==> src/rtl/calc_result_bcd.sv <==
// Signed/unsigned binary to packed BCD converter (iterative double-dabble, one bit per clock).
// Optional leading-zero blanking is enabled by defining BCD_LEADING_BLANK_EN.
module calc_result_bcd #(
  parameter int N      = 8,
  parameter int DIGITS = 3,
  parameter int SIGNED = 1
) (
  input  logic                clk,
  input  logic                rst,
  input  logic                start,
  input  logic [N-1:0]        bin_in,
  output logic                in_ready,
  output logic [4*DIGITS-1:0] bcd_out,
  output logic                sign_out,
  output logic                ovf_out,
  output logic                out_valid
);

  localparam int W  = 4 * DIGITS;
  localparam int CW = $clog2(N + 1);

  typedef enum logic [1:0] {
    IDLE  = 2'd0,
    SHIFT = 2'd1,
    DONE  = 2'd2
  } state_t;

  state_t        state;
  logic [CW-1:0] cnt;
  logic [W-1:0]  scratch;
  logic [N-1:0]  mag;
  logic          sign_r;
  logic          ovf_r;

  logic [N-1:0]  load_mag;
  logic          load_sign;
  logic [W-1:0]  adj;
  logic [W-1:0]  final_bcd;
  logic          lead;

  // Negating the most negative value wraps back to 2^(N-1), which is the correct magnitude.
  always_comb begin
    load_mag  = bin_in;
    load_sign = 1'b0;
    if (SIGNED != 0 && bin_in[N-1]) begin
      load_mag  = ~bin_in + {{(N-1){1'b0}}, 1'b1};
      load_sign = 1'b1;
    end
  end

  always_comb begin
    adj = scratch;
    for (int d = 0; d < DIGITS; d++) begin
      if (scratch[4*d +: 4] >= 4'd5)
        adj[4*d +: 4] = scratch[4*d +: 4] + 4'd3;
    end
  end

  always_comb begin
    final_bcd = scratch;
    lead      = 1'b1;
`ifdef BCD_LEADING_BLANK_EN
    // Digit 0 is excluded so a zero result still shows a single 0.
    for (int d = DIGITS - 1; d >= 1; d--) begin
      if (lead && scratch[4*d +: 4] == 4'd0)
        final_bcd[4*d +: 4] = 4'hF;
      else
        lead = 1'b0;
    end
`endif
  end

  always_ff @(posedge clk or posedge rst) begin
    if (rst) begin
      state     <= IDLE;
      cnt       <= '0;
      scratch   <= '0;
      mag       <= '0;
      sign_r    <= 1'b0;
      ovf_r     <= 1'b0;
      bcd_out   <= '0;
      sign_out  <= 1'b0;
      ovf_out   <= 1'b0;
      out_valid <= 1'b0;
      in_ready  <= 1'b1;
    end else begin
      out_valid <= 1'b0;
      case (state)
        IDLE: begin
          if (start) begin
            mag      <= load_mag;
            sign_r   <= load_sign;
            scratch  <= '0;
            ovf_r    <= 1'b0;
            cnt      <= CW'(N);
            in_ready <= 1'b0;
            state    <= SHIFT;
          end
        end
        SHIFT: begin
          // A carry out of the top digit means the value does not fit; keep it sticky.
          scratch <= {adj[W-2:0], mag[N-1]};
          mag     <= {mag[N-2:0], 1'b0};
          ovf_r   <= ovf_r | adj[W-1];
          cnt     <= cnt - CW'(1);
          if (cnt == CW'(1))
            state <= DONE;
        end
        DONE: begin
          bcd_out   <= final_bcd;
          sign_out  <= sign_r;
          ovf_out   <= ovf_r;
          out_valid <= 1'b1;
          in_ready  <= 1'b1;
          state     <= IDLE;
        end
        default: begin
          state    <= IDLE;
          in_ready <= 1'b1;
        end
      endcase
    end
  end

endmodule

==> config.mk <==
export PLATFORM = sky130hd
export DESIGN_NAME = calc_result_bcd
export DESIGN_NICKNAME = d
export VERILOG_FILES = /design/src/rtl/calc_result_bcd.sv
export SDC_FILE = /design/constraint.sdc
export NUM_CORES = 1
export LEC_CHECK = 0
export CORE_ASPECT_RATIO = 2
export CORE_MARGIN = 5
export CORE_UTILIZATION = 48
export DETAILED_ROUTE_END_ITERATION = 7
export GPL_ROUTABILITY_DRIVEN = 0
export PLACE_DENSITY = 0.72
export REMOVE_ABC_BUFFERS = 1
export SLEW_MARGIN = 20
export SYNTH_ARGS = -nofsm -noshare
export SYNTH_HDL_FRONTEND = slang
export SYNTH_SLANG_ARGS = --single-unit
==> constraint.sdc <==
create_clock -name clk -period 1.4 [get_ports clk]
set_input_delay 0.28 -clock clk [delete_from_list [all_inputs] [get_ports clk]]
set_output_delay 0.28 -clock clk [all_outputs]
set_load 0.005 [all_outputs]
After elaboration in Yosys (flattened, before gate mapping)
Cells that the tools add are included.

Register bits: 44. Output and inout port bits: 16.

Mux-type cells: 18. Equal/unequal tests: 5. $lt $le $gt $ge: 3. Reduce and logical (&&, ||, !) cells: 6. $add $sub $neg: 5. Bitwise logic cells: 3.

Operators with widths (number): 12-bit one-hot mux with 2 select lines (1); 4-bit 2-to-1 mux (4); 8-bit 2-to-1 mux (2); 8-bit one-hot mux with 2 select lines (1); 4-bit by 2-bit adder with 4-bit output, second input constant (3); 4-bit by 3-bit greater-or-equal comparator with 1-bit output, second input constant (3); 12-bit 2-to-1 mux (1); 8-bit by 1-bit adder with 8-bit output, second input constant (1); 8-bit inverter (1); 4-bit one-hot mux with 2 select lines (1); 2-bit AND reduction (4); 4-bit by 1-bit equality test with 1-bit output, second input constant (1); 2-bit 2-to-1 mux (2); 2-bit != test, second input constant (2); 1-bit one-hot mux with 2 select lines (2); 2-bit one-hot mux with 2 select lines (1); 4-bit by 1-bit subtractor with 4-bit output, second input constant (1); 1-bit 2-to-1 mux (3); 2-bit by 1-bit equality test with 1-bit output, second input constant (1); 2-bit equality test, second input constant (1); 2-bit zero test (1); 2-bit nonzero test (1); 1-bit inverter (1); 1-bit bitwise OR (1).

Depth between registers and ports, before layout
Gate-level depths: netlist (run 1).

Depth after elaboration: 5. Mapped depth: 6.

Worst setup path before layout (run 1)
Ideal clock, no wire load.

Kind: flip-flop to flip-flop. From: register scratch[8], in the netlist final_bcd[8]. To: register scratch[10], in the netlist final_bcd[10]. Slack: -0.114 ns. Arrival time: 1.432 ns. Cell stages (with the launch flop): 7. Setup time: 0.083 ns. Cells stage by stage: dfrtp_1 inv_1 ha_1 nand2b_1 a21oi_1 mux2_2 o21ai_0.

Longest elaborated chain between the ends: 3. Elaborated cells between the ends (all ways): 4. Those cells by class: add/sub (1); order compare (1); mux (2).

Ends and longest elaborated chain: start: declaration (line 30) `logic [W-1:0] scratch;`; start signal: assignment (line 102) `scratch <= {adj[W-2:0], mag[N-1]};`; 4-bit by 2-bit adder with 4-bit output / 4-bit by 3-bit greater-or-equal comparator with 1-bit output (equally long branches) (line 55, 54); 4-bit 2-to-1 mux (*) (line 54) `if (scratch[4*d +: 4] >= 4'd5)`; 12-bit one-hot mux with 2 select lines (*) (line 88) `case (state)`.

Mark *: on every way between the ends. The rest lies on a longest branch, timed or not. A chain may end at the register's enable or synchronous reset.

Worst setup path in the final report (run 1)
From: register scratch[4], in the netlist final_bcd[4]. To: register scratch[6], in the netlist final_bcd[6].

Same word-level chain as after synthesis.

==> summary.md, run 1 <==
| Metric | Value |
|---|---|
| #FFs+latches synth | 44 |
| Slowest CP cell | dfrtp_1 |
| Initial antenna violation count | 0 |
| CTS Buf Count | 5 |
| Synth async-reset ratio | 1.00 |
| Post-synthesis mux area share | 0.0631 |
| Clk sink count | 44 |
| Crit Path Class | flip-flop to flip-flop |
| Share of the synthesized area in the top cell type | 0.507 |
| Least-Margin Pin Slew | 0.276 ns |
| Layout cell share with drive strength beyond 1 | 0.326 |
| Detail Route Antenna Nets | 0 |
| WP data arrival | 1.66 ns |
| Root Buffer | clkbuf_8 |
| GR Util All Layers | 0.170 |
| CTS H-tree lvls | 2 |
| Slack of the critical path | -0.0286 ns |
| Fin crit period | 1.43 ns |
| Max Transition Viols Final | 0 |
| RSZ-0062 raised after global routing | yes |
| Final TNS setup | -0.0365 ns |
| Fin crit share | 1.02 |
| Post-synthesis cell area | 2120 um^2 |
| Die area | 5930 um^2 |
| CP cell instances | inv_2 -> ha_4 -> nand2b_4 -> a21oi_4 -> mux2_4 -> o21ai_2 |
| Startpoint types | flip-flop |
| Total grt overflow | 0 |
| Final nets | 301 |
| First-pass GRT wire length | 7960 um |
| Leakage | 1.47 nW |
| Pre-Repair DR Iteration Count | 4 |
| Crit path max fanout | 3 |
| Top cells by area, synth | dfrtp_1 (51%), o21ai_0 (6.8%), mux2_2 (5.8%) |
| ANT cells | 0 |
| Fin. Hold Viols | 0 |
| Status | finished, violations left |
| Core area | 4340 um^2 |
| Vias in the first global route | 1821 |
| Hold Crit Class | primary input to async pin |
| Final instance count without filler cells | 336 |
| Routed length per instance | 14.3 um |
| IO Port Bufs | 26 |
| Final wirelength | 4810 um |
| Distinct cells, synth | 33 |
| Synth Area in Compound Gates | 0.156 |
| Final setup fails | 2 |
| Worst Reg2Reg Path Length in Cells | 6 |
| Starting density of the core | 0.489 |
| Number of enable flip-flop cells after synthesis | 0 |
| DRT iter0 DRCs | 18 |
| Top-count cell post-synth | dfrtp_1 |
| Detail Placement HPWL | 3340 um |
| Pwr/cell area | 2110 nW/um^2 |
| CTS tree | built |
| Worst path top cell family by delay | flip-flops |
| Synth Flop Type | dfrtp_1 |
| YS warnings | 0 |
| CP max stage delay | 0.45 ns |
| CTS clk-pin slew, worst paths | 0.08 ns |
| # IOs | 27 |
| Simple-gate share of the synthesized area | 0.126 |
| Cell taking the most area after synthesis | dfrtp_1 |
| Top post-synthesis cells by count | dfrtp_1 (43), o21ai_0 (29), nand2_1 (25), inv_1 (13), mux2_2 (11) |
| Register area share after synthesis | 0.519 |
| Layout area overhead | 43.0% |
| Residual DRC | 0 |
| Post-Syn Area per Cell | 10.2 um^2 |
| Peak supply drop | 1350 uV |
| Crit. End Element | flip-flop |
| Failing checks | negative setup slack |
| Max_slew headroom | 0.814 |
| Main combinational cell family by area after synthesis | compound AO/OA/AOI/OAI gates |
| Rows | 34 |
| CTS Buffer Depth | 2 |
| Vias | 1782 |
| DP Cell Count | 317 |
| Fmax | 700 MHz |
| Critical path depth | 6 |
| WHS | 0.354 ns |
| Via density | 5.30 |
| Die Ht | 104 um |
| Max_cap viols | 0 |
| Final clock skew | 0.00328 ns |
| XOR/XNOR Fraction of Synth Area | 0.0413 |
| WP data required | 1.63 ns |
| Die X | 57.0 um |
| Post-Syn Instances | 209 |
| Worst skew pair latency | 0.29 ns |
| Fraction of the mapped netlist area in adder cells | 0.0531 |
| Largest net degree at the start of global routing | 45 |
| Worst path bufs/invs | 1 |
==> per-stage QoR <==
stage / instance area [um^2] / total power (W) / setup slack [ns] / util
floorplan: 2080 / 0.00354 / -0.190 / -
global placement: 2720 / 0.00477 / -0.362 / 0.627
detailed placement: 2720 / 0.00489 / -0.412 / 0.627
CTS: 2960 / 0.00614 / 0.00152 / 0.681
global route: 3040 / 0.00686 / -0.0881 / 0.700
finish: 3040 / 0.00639 / -0.0286 / 0.700
==> layout by cell type (no fill, tap or decap), types with 7 or more instances in the layout <==
cell type      Yosys  routed
buf_4              0      43
dfrtp_1           43      41
dlygate4sd2_1      0      18
inv_1             13       7
mux2_2            11       8
nand2_1           25      25
nand3_1            8       8
nor2_1             9       9
o21ai_0           29      23
==> kinds of logic after synthesis <==
| group | Yosys count |
|---|---|
| fa+ha+maj | 9 |
| simple gates | 57 |
| mux | 12 |
| xor+xnor | 10 |
| buf+inv | 21 |
| flops | 44 |
| compound gates | 56 |
==> per-layer routing <==
metal,wire (um),global-route usage,vias to the layer above,share of wire
li1,-,-,865,-
met1,1690,0.163,876,0.35
met2,2850,0.331,28,0.59
met4,133,0.0779,0,0.028
met3,139,0.0298,13,0.029
met5,0,0,-,0
==> what timing repair did <==
item	4_1_cts	5_1_grt
pin swaps	9	6
hold buffers	0	0
setup buffers	8	3
resized for setup	48	16
endpoints found under the setup margin	24	18
==> worst reg2reg max path: stages, from the launching register on <==
cell and delay (ns):
dfrtp_1 0.45, inv_2 0.11, ha_4 0.15, nand2b_4 0.06
a21oi_4 0.17, mux2_4 0.32, o21ai_2 0.10
==> path summary, 6_finish.rpt <==
path	to	start	slack, ns
max in group asynchronous	in_ready$_DFFE_PP1P_	rst	0.78
max reg2reg	final_bcd[6]$_DFFE_PP0P_	final_bcd[4]$_DFFE_PP0P_	-0.03
min in group clk	mag[3]$_DFFE_PP0P_	bin_in[3]	0.46
max	final_bcd[6]$_DFFE_PP0P_	final_bcd[4]$_DFFE_PP0P_	-0.03
min reg2reg	bcd_out[5]$_DFFE_PP0P_	bcd_out[5]$_DFFE_PP0P_	0.48
min	bcd_out[3]$_DFFE_PP0P_	rst	0.35
==> flip-flops by register name (all words and copies together), names as in the netlist <==
| name | count |
|---|---|
| sign_out | 1 |
| out_valid | 1 |
| cnt | 4 |
| ovf_r | 1 |
| ovf_out | 1 |
| in_ready | 1 |
| mag | 8 |
| bcd_out | 12 |
| sign_r | 1 |
| final_bcd | 12 |
| state | 2 |
==> final cells by class <==
class	count	area [um^2]
fillers	361	1300
well taps	54	67.6
clock buffers	8	90.1
multi-input cells	144	1090
flip-flops and latches	44	1100
repair buffers	73	637
inverters	13	48.8
==> report_power, final <==
group	switching [W]	total [W]	internal [W]
Combinational	0.00149	0.00334	0.00185
Clock	0.000418	0.000821	0.000403
Sequential	0.000437	0.00223	0.00179
Total	0.00235	0.00639	0.00404
No activity file was read; power rests on OpenSTA's default activity.
==> inputs of run 2 (changes only) <==
--- a/config.mk
+++ b/config.mk
@@ -8,6 +8,7 @@
 export CORE_ASPECT_RATIO = 2
 export CORE_MARGIN = 5
 export CORE_UTILIZATION = 48
+export CTS_CLUSTER_SIZE = 24
 export DETAILED_ROUTE_END_ITERATION = 7
 export GPL_ROUTABILITY_DRIVEN = 0
 export PLACE_DENSITY = 0.72
==> results of run 2 <==
Same layout as run 1: the final DEF is identical, and so are final timing and power.
